--- src/rtl/gaplus_ram_arbiter_if.sv ---
// gaplus_ram_arbiter_if
//   Bundles the two requester ports, the RAM CL0 port and BUSY so the
//   arbiter and its environment connect through a single port.
//   slave  : arbiter side (consumes requests and ROUT, drives grants and RAM)
//   master : environment side (requesters plus RAM model)
interface gaplus_ram_arbiter_if #(
  parameter int AW = 11,
  parameter int DW = 8
);
  // requester side
  logic          REQ0, REQ1;
  logic          WR0,  WR1;
  logic [AW-1:0] ADRS0, ADRS1;
  logic [DW-1:0] IN0,  IN1;
  logic [DW-1:0] OUT0, OUT1;
  logic          ACK0, ACK1;
  // RAM side
  logic [AW-1:0] RADRS;
  logic [DW-1:0] RIN;
  logic          RWR;
  logic [DW-1:0] ROUT;
  // status
  logic          BUSY;

  modport slave (
    input  REQ0, REQ1, WR0, WR1, ADRS0, ADRS1, IN0, IN1, ROUT,
    output OUT0, OUT1, ACK0, ACK1, RADRS, RIN, RWR, BUSY
  );

  modport master (
    output REQ0, REQ1, WR0, WR1, ADRS0, ADRS1, IN0, IN1, ROUT,
    input  OUT0, OUT1, ACK0, ACK1, RADRS, RIN, RWR, BUSY
  );
endinterface

--- src/rtl/gaplus_ram_arbiter.sv ---
// gaplus_ram_arbiter
//   Round-robin arbiter/sequencer for one write-capable port of a 2^AW x DW
//   synchronous RAM shared by two requesters. Each access takes 3 cycles:
//   IDLE (grant, drive RAM port) -> ACC (RAM acts) -> DONE (ACK + read data).
//   Optional feature macro RAMCLR_EN: after every reset, fill the whole RAM
//   with CLRVAL (BUSY high meanwhile) before serving requests.
// Ports:
//   CL     clock (shared with the RAM port)
//   RST_N  asynchronous active-low reset
//   bus    gaplus_ram_arbiter_if.slave: REQn/WRn/ADRSn/INn in, OUTn/ACKn out,
//          RADRS/RIN/RWR out, ROUT in, BUSY out. All outputs registered.
module gaplus_ram_arbiter #(
  parameter int            AW     = 11,
  parameter int            DW     = 8,
  parameter logic [DW-1:0] CLRVAL = '0
) (
  input  logic                 CL,
  input  logic                 RST_N,
  gaplus_ram_arbiter_if.slave  bus
);

`ifdef RAMCLR_EN
  typedef enum logic [1:0] {CLEAR, IDLE, ACC, DONE} state_t;
  localparam state_t RST_ST = CLEAR;
  logic busy_q, busy_d;
`else
  typedef enum logic [1:0] {IDLE, ACC, DONE} state_t;
  localparam state_t RST_ST = IDLE;
  logic unused_clrval;
  assign unused_clrval = ^CLRVAL;
`endif

  state_t        state_q, state_d;
  logic          last_q, last_d;   // last granted requester
  logic          gnt_q, gnt_d;     // requester owning the in-flight access
  logic          wr_q, wr_d;       // in-flight access is a write
  logic          rwr_q, rwr_d;
  logic [1:0]    ack_q, ack_d;
  logic [AW-1:0] radrs_q, radrs_d;
  logic [DW-1:0] rin_q, rin_d;
  logic [DW-1:0] out0_q, out0_d, out1_q, out1_d;
  logic [1:0]    elig;
  logic          pick;             // 1 = grant requester 1

  always_ff @(posedge CL or negedge RST_N) begin
    if (!RST_N) begin
      state_q <= RST_ST;
      last_q  <= 1'b1;
      gnt_q   <= 1'b0;
      wr_q    <= 1'b0;
      rwr_q   <= 1'b0;
      ack_q   <= '0;
      radrs_q <= '0;
      rin_q   <= '0;
      out0_q  <= '0;
      out1_q  <= '0;
`ifdef RAMCLR_EN
      busy_q  <= 1'b1;
`endif
    end else begin
      state_q <= state_d;
      last_q  <= last_d;
      gnt_q   <= gnt_d;
      wr_q    <= wr_d;
      rwr_q   <= rwr_d;
      ack_q   <= ack_d;
      radrs_q <= radrs_d;
      rin_q   <= rin_d;
      out0_q  <= out0_d;
      out1_q  <= out1_d;
`ifdef RAMCLR_EN
      busy_q  <= busy_d;
`endif
    end
  end

  always_comb begin
    state_d = state_q;
    last_d  = last_q;
    gnt_d   = gnt_q;
    wr_d    = wr_q;
    rwr_d   = 1'b0;
    ack_d   = '0;
    radrs_d = radrs_q;
    rin_d   = rin_q;
    out0_d  = out0_q;
    out1_d  = out1_q;
`ifdef RAMCLR_EN
    busy_d  = busy_q;
`endif
    // A requester whose ACK is showing is finishing; it is not re-granted
    // until one cycle later, which lets the other side win in between.
    elig = {bus.REQ1 & ~ack_q[1], bus.REQ0 & ~ack_q[0]};
    pick = elig[1] & (~elig[0] | ~last_q);

    case (state_q)
`ifdef RAMCLR_EN
      CLEAR: begin
        // RADRS doubles as the fill counter; rwr_q low means nothing issued yet.
        if (rwr_q && (radrs_q == {AW{1'b1}})) begin
          busy_d  = 1'b0;
          state_d = IDLE;
        end else begin
          rwr_d   = 1'b1;
          rin_d   = CLRVAL;
          radrs_d = rwr_q ? radrs_q + AW'(1) : '0;
        end
      end
`endif
      IDLE: begin
        if (|elig) begin
          gnt_d   = pick;
          last_d  = pick;
          radrs_d = pick ? bus.ADRS1 : bus.ADRS0;
          rin_d   = pick ? bus.IN1   : bus.IN0;
          rwr_d   = pick ? bus.WR1   : bus.WR0;
          wr_d    = pick ? bus.WR1   : bus.WR0;
          state_d = ACC;
        end
      end
      ACC: state_d = DONE;
      DONE: begin
        ack_d[gnt_q] = 1'b1;
        if (!wr_q) begin
          if (gnt_q) out1_d = bus.ROUT;
          else       out0_d = bus.ROUT;
        end
        state_d = IDLE;
      end
      default: state_d = IDLE;
    endcase
  end

  assign bus.RADRS = radrs_q;
  assign bus.RIN   = rin_q;
  assign bus.RWR   = rwr_q;
  assign bus.ACK0  = ack_q[0];
  assign bus.ACK1  = ack_q[1];
  assign bus.OUT0  = out0_q;
  assign bus.OUT1  = out1_q;
`ifdef RAMCLR_EN
  assign bus.BUSY  = busy_q;
`else
  assign bus.BUSY  = 1'b0;
`endif

endmodule
--- src/flat_wrapper.sv ---
// flat-port wrapper written by rule: the top's interface ports become plain ports
module gaplus_ram_arbiter_flat 
#(
  parameter int            AW     = 11,
  parameter int            DW     = 8,
  parameter logic [DW-1:0] CLRVAL = '0
)
  (CL, RST_N, bus_REQ0, bus_REQ1, bus_WR0, bus_WR1, bus_ADRS0, bus_ADRS1, bus_IN0, bus_IN1, bus_ROUT, bus_OUT0, bus_OUT1, bus_ACK0, bus_ACK1, bus_RADRS, bus_RIN, bus_RWR, bus_BUSY);
  gaplus_ram_arbiter_if #(.AW(AW), .DW(DW)) bus_i ();
  input  logic CL;
  input  logic RST_N;
  input wire logic [$bits(bus_i.REQ0)-1:0] bus_REQ0;
  input wire logic [$bits(bus_i.REQ1)-1:0] bus_REQ1;
  input wire logic [$bits(bus_i.WR0)-1:0] bus_WR0;
  input wire logic [$bits(bus_i.WR1)-1:0] bus_WR1;
  input wire logic [$bits(bus_i.ADRS0)-1:0] bus_ADRS0;
  input wire logic [$bits(bus_i.ADRS1)-1:0] bus_ADRS1;
  input wire logic [$bits(bus_i.IN0)-1:0] bus_IN0;
  input wire logic [$bits(bus_i.IN1)-1:0] bus_IN1;
  input wire logic [$bits(bus_i.ROUT)-1:0] bus_ROUT;
  output wire logic [$bits(bus_i.OUT0)-1:0] bus_OUT0;
  output wire logic [$bits(bus_i.OUT1)-1:0] bus_OUT1;
  output wire logic [$bits(bus_i.ACK0)-1:0] bus_ACK0;
  output wire logic [$bits(bus_i.ACK1)-1:0] bus_ACK1;
  output wire logic [$bits(bus_i.RADRS)-1:0] bus_RADRS;
  output wire logic [$bits(bus_i.RIN)-1:0] bus_RIN;
  output wire logic [$bits(bus_i.RWR)-1:0] bus_RWR;
  output wire logic [$bits(bus_i.BUSY)-1:0] bus_BUSY;
  assign bus_i.REQ0 = bus_REQ0;
  assign bus_i.REQ1 = bus_REQ1;
  assign bus_i.WR0 = bus_WR0;
  assign bus_i.WR1 = bus_WR1;
  assign bus_i.ADRS0 = bus_ADRS0;
  assign bus_i.ADRS1 = bus_ADRS1;
  assign bus_i.IN0 = bus_IN0;
  assign bus_i.IN1 = bus_IN1;
  assign bus_i.ROUT = bus_ROUT;
  assign bus_OUT0 = bus_i.OUT0;
  assign bus_OUT1 = bus_i.OUT1;
  assign bus_ACK0 = bus_i.ACK0;
  assign bus_ACK1 = bus_i.ACK1;
  assign bus_RADRS = bus_i.RADRS;
  assign bus_RIN = bus_i.RIN;
  assign bus_RWR = bus_i.RWR;
  assign bus_BUSY = bus_i.BUSY;
  gaplus_ram_arbiter #(.AW(AW), .DW(DW), .CLRVAL(CLRVAL)) u_core (.CL(CL), .RST_N(RST_N), .bus(bus_i));
endmodule
--- config.mk ---
export PLATFORM = sky130hd
export DESIGN_NAME = gaplus_ram_arbiter_flat
export DESIGN_NICKNAME = d
export VERILOG_FILES = /design/src/rtl/gaplus_ram_arbiter_if.sv /design/src/rtl/gaplus_ram_arbiter.sv /design/src/flat_wrapper.sv
export SDC_FILE = /design/constraint.sdc
export NUM_CORES = 1
export LEC_CHECK = 0
export BUFFER_PORTS_ARGS = -buffer_cell sky130_fd_sc_hd__buf_2
export CAP_MARGIN = 40
export CORE_MARGIN = 2
export CORE_UTILIZATION = 25
export CTS_CLUSTER_SIZE = 40
export DETAILED_ROUTE_END_ITERATION = 10
export GPL_ROUTABILITY_DRIVEN = 1
export PLACE_DENSITY = 0.48
export SETUP_SLACK_MARGIN = 0.3
export SLEW_MARGIN = 20
export SYNTH_ARGS = -nofsm -noshare
export SYNTH_HDL_FRONTEND = slang
export SYNTH_SLANG_ARGS = --single-unit
--- constraint.sdc ---
create_clock -name CL -period 3.2 [get_ports CL]
set_clock_uncertainty 0.15 [all_clocks]
set_input_delay 0 -clock CL [delete_from_list [all_inputs] [get_ports CL]]
set_output_delay 0 -clock CL [all_outputs]
set_load 0.01 [all_outputs]
==> metrics.yaml <==
hold_path.class: "in2async"
grt_use_total_pct: 13.6
fin_cells: 406
tns_ps: 0
nFillCells: 686
power_frac_seq_pct: 35.7
synth_area_mm2: 0.00180
critPathMaxFanout: 24
drv_cap: 0
ff2ff_setup_slack_ps: 790
pwr_density_cell_mw_per_mm2: 895
synth_edf_count: 0
intPower_uw: 1730
synth_nets: 220
tightest_slew_ps: 588
fin_crit_sh_pct: 75.3
drive_gt1_share_pct: 39.4
stdcell_area_mm2: 0.00297
grt.overflow.total: 0
numPortBuffers: 89
hpwl_um: 3380
routed_via_density: 4.19
switching_power_uw: 927
layout_common_cells: "buf_2 (89), dlygate4sd3_1 (51), dfrtp_1 (42), a21oi_1 (39), nand2_1 (23)"
routed-via-count: 1702
synth_top_area_share_pct: 58.5
htree_num_levels: 2
gp_congestion: 0.735
drtAntennaViolNets: 0
worstSkewPairLatency_ps: 290
dp_slack_ps: 988
maxSlewViolCount: 0
avgSynthCellArea_um2: 10.7
grt_max_degree: 31
ctsRootBufferMaster: "clkbuf_8"
synthTopCellsByArea: "dfrtp_1 (58%), a21oi_1 (11%), mux2_2 (10%), nand2_1 (4.8%), nor2_1 (4.6%)"
required_ps: 3230
grt_pass1_wl_um: 8270
syn_inst: 168
critPathArrivalTime_ps: 2430
cts_tree: "built"
ir_drop_mv: 0.308
start_kind: "register"
die_area_mm2: 0.00788
yosys.area.top_type: "dfrtp_1"
grt_setup_unrepaired: "no"
clk_pin_slew_ps: 80
post-cts-setup-buffer-count: 0
row_count: 30
ys_dominant_reg_cell: "dfrtp_1"
cts-buffers-inserted: 5
nets: 361
synth_cell_types: 21
swShare_pct: 34.8
critical_path_class: "reg2reg"
clock_power_share_pct: 16.4
finish.utilization_pct: 43.3
fin_ws_ps: 791
leakagePower_uw: 0.00142
async_flop_share_pct: 100
placedCellCount: 346
areaGrowthSynthToFinish_pct: 65.5
routedWlPerCell_um: 12.7
routed_wl_um: 5160
die_y_um: 88.8
hold_violations: 0
synth-seq-cells: 43
clockBufferDepth: 2
n_antenna_cell: 0
yosysWarnings: 0
drt_iter0_drc: 35
final_common_cell: "buf_2"
timing.fmax_ghz: 0.415
start_util_pct: 26.2
dr.pass1.iters: 4
status: "complete, no violations"
antenna_found_initial: 0
core_mm2: 0.00687
ys_seq_area_share_pct: 60.0
dpl_cell_area_mm2: 0.00233
io_pins: 91
grt_pass1_vias: 1837
drc: 0
die_w_um: 88.8
min_period_ps: 2410
clkSinkCount: 43
end_kind: "register"
setup_violations: 0
slew_headroom_pct: 60.6
combinationalPowerShare_pct: 47.9
-- layer usage --
metal,GRT usage [%],wire length (µm),vias up
met4,4.55,40,0
met2,23.7,2670,46
met1,16.2,2180,810
li1,-,-,844
met5,0,0,-
met3,3.54,271,2
-- path summary, 6_finish.rpt --
path | from | endpoint | cells past startpoint
worst min-delay path | RST_N | u_core.bus.RADRS[6] | 3
max in group asynchronous | RST_N | u_core.bus.OUT0[6] | 3
min in group CL | bus_REQ1 | u_core.gnt_q | 6
worst max-delay path | u_core.ack_q[1] | u_core.wr_q | 6
worst max register to register | u_core.ack_q[1] | u_core.wr_q | 6
worst min register to register | u_core.state_q[1] | u_core.state_q[1] | 1
-- kinds of logic (layout without fill, tap and decap cells) --
family | Yosys count | after routing | share of synthesized area [%]
AOI/OAI and AO/OA | 43 | 43 | 12.3
and+or+nand+nor | 54 | 54 | 13.9
muxes | 16 | 16 | 10.0
other | 1 | 1 | 0.209
DFF | 43 | 43 | 60.0
buffers and inverters | 11 | 153 | 3.69
-- sequential cells by signal (all words and copies together), names as in the netlist --
name / flops
u_core.bus.RADRS: 11
u_core.bus.OUT0: 8
u_core.bus.OUT1: 8
u_core.bus.RIN: 8
u_core.ack_q: 2
u_core.state_q: 2
u_core.bus.RWR: 1
u_core.gnt_q: 1
u_core.last_q: 1
u_core.wr_q: 1
-- power groups by stage --
stage / combinational (µW) / clock [µW] / sequential [µW]
2_1_floorplan: 510 / 0 / 1070
3_3_place_gp: 975 / 0 / 962
3_5_place_dp: 993 / 0 / 962
4_1_cts: 1270 / 456 / 955
5_1_grt: 1410 / 475 / 988
6_report: 1270 / 435 / 951
-- per-stage QoR --
step	total power [µW]	hold slack, ps
floorplan	1580	-446
global placement	1940	77.5
detailed placement	1960	-225
CTS	2680	45.4
global route	2870	69.7
finish	2660	46.7
-- what timing repair did --
item	in CTS	in global routing
endpoints found under the setup margin	0	20
resized for setup	0	1
hold buffers	51	0
endpoints found under the hold margin	79	0
-- critical path, stage by stage (launching register included) --
cell and delay (ps):
dfrtp_1 340, nand2b_1 140, a211o_2 420, clkinv_2 420, nor2_1 190, a31oi_1 50, dlygate4sd3_1 580
-- cell usage after synthesis (2+ instances only) --
master / count
a21oi_1: 39
nor2b_1: 2
clkbuf_1: 2
nand2_1: 23
nand2b_1: 3
mux2_2: 16
buf_6: 2
nor2_1: 22
buf_2: 4
dfrtp_1: 42
o21ai_0: 2
nor3_4: 2
-- layout make-up --
cell class              count  area, µm²  area share, %
repair buffers            143        995           33.5
clock buffers               6       82.6           2.78
well taps                  96        120           4.04
multi-input cells         114        654           22.0
clock inverters             2       35.0           1.18
flip-flops and latches     43       1080           36.2
inverters                   2       8.76          0.295
(Power assumes the default switching activity.)
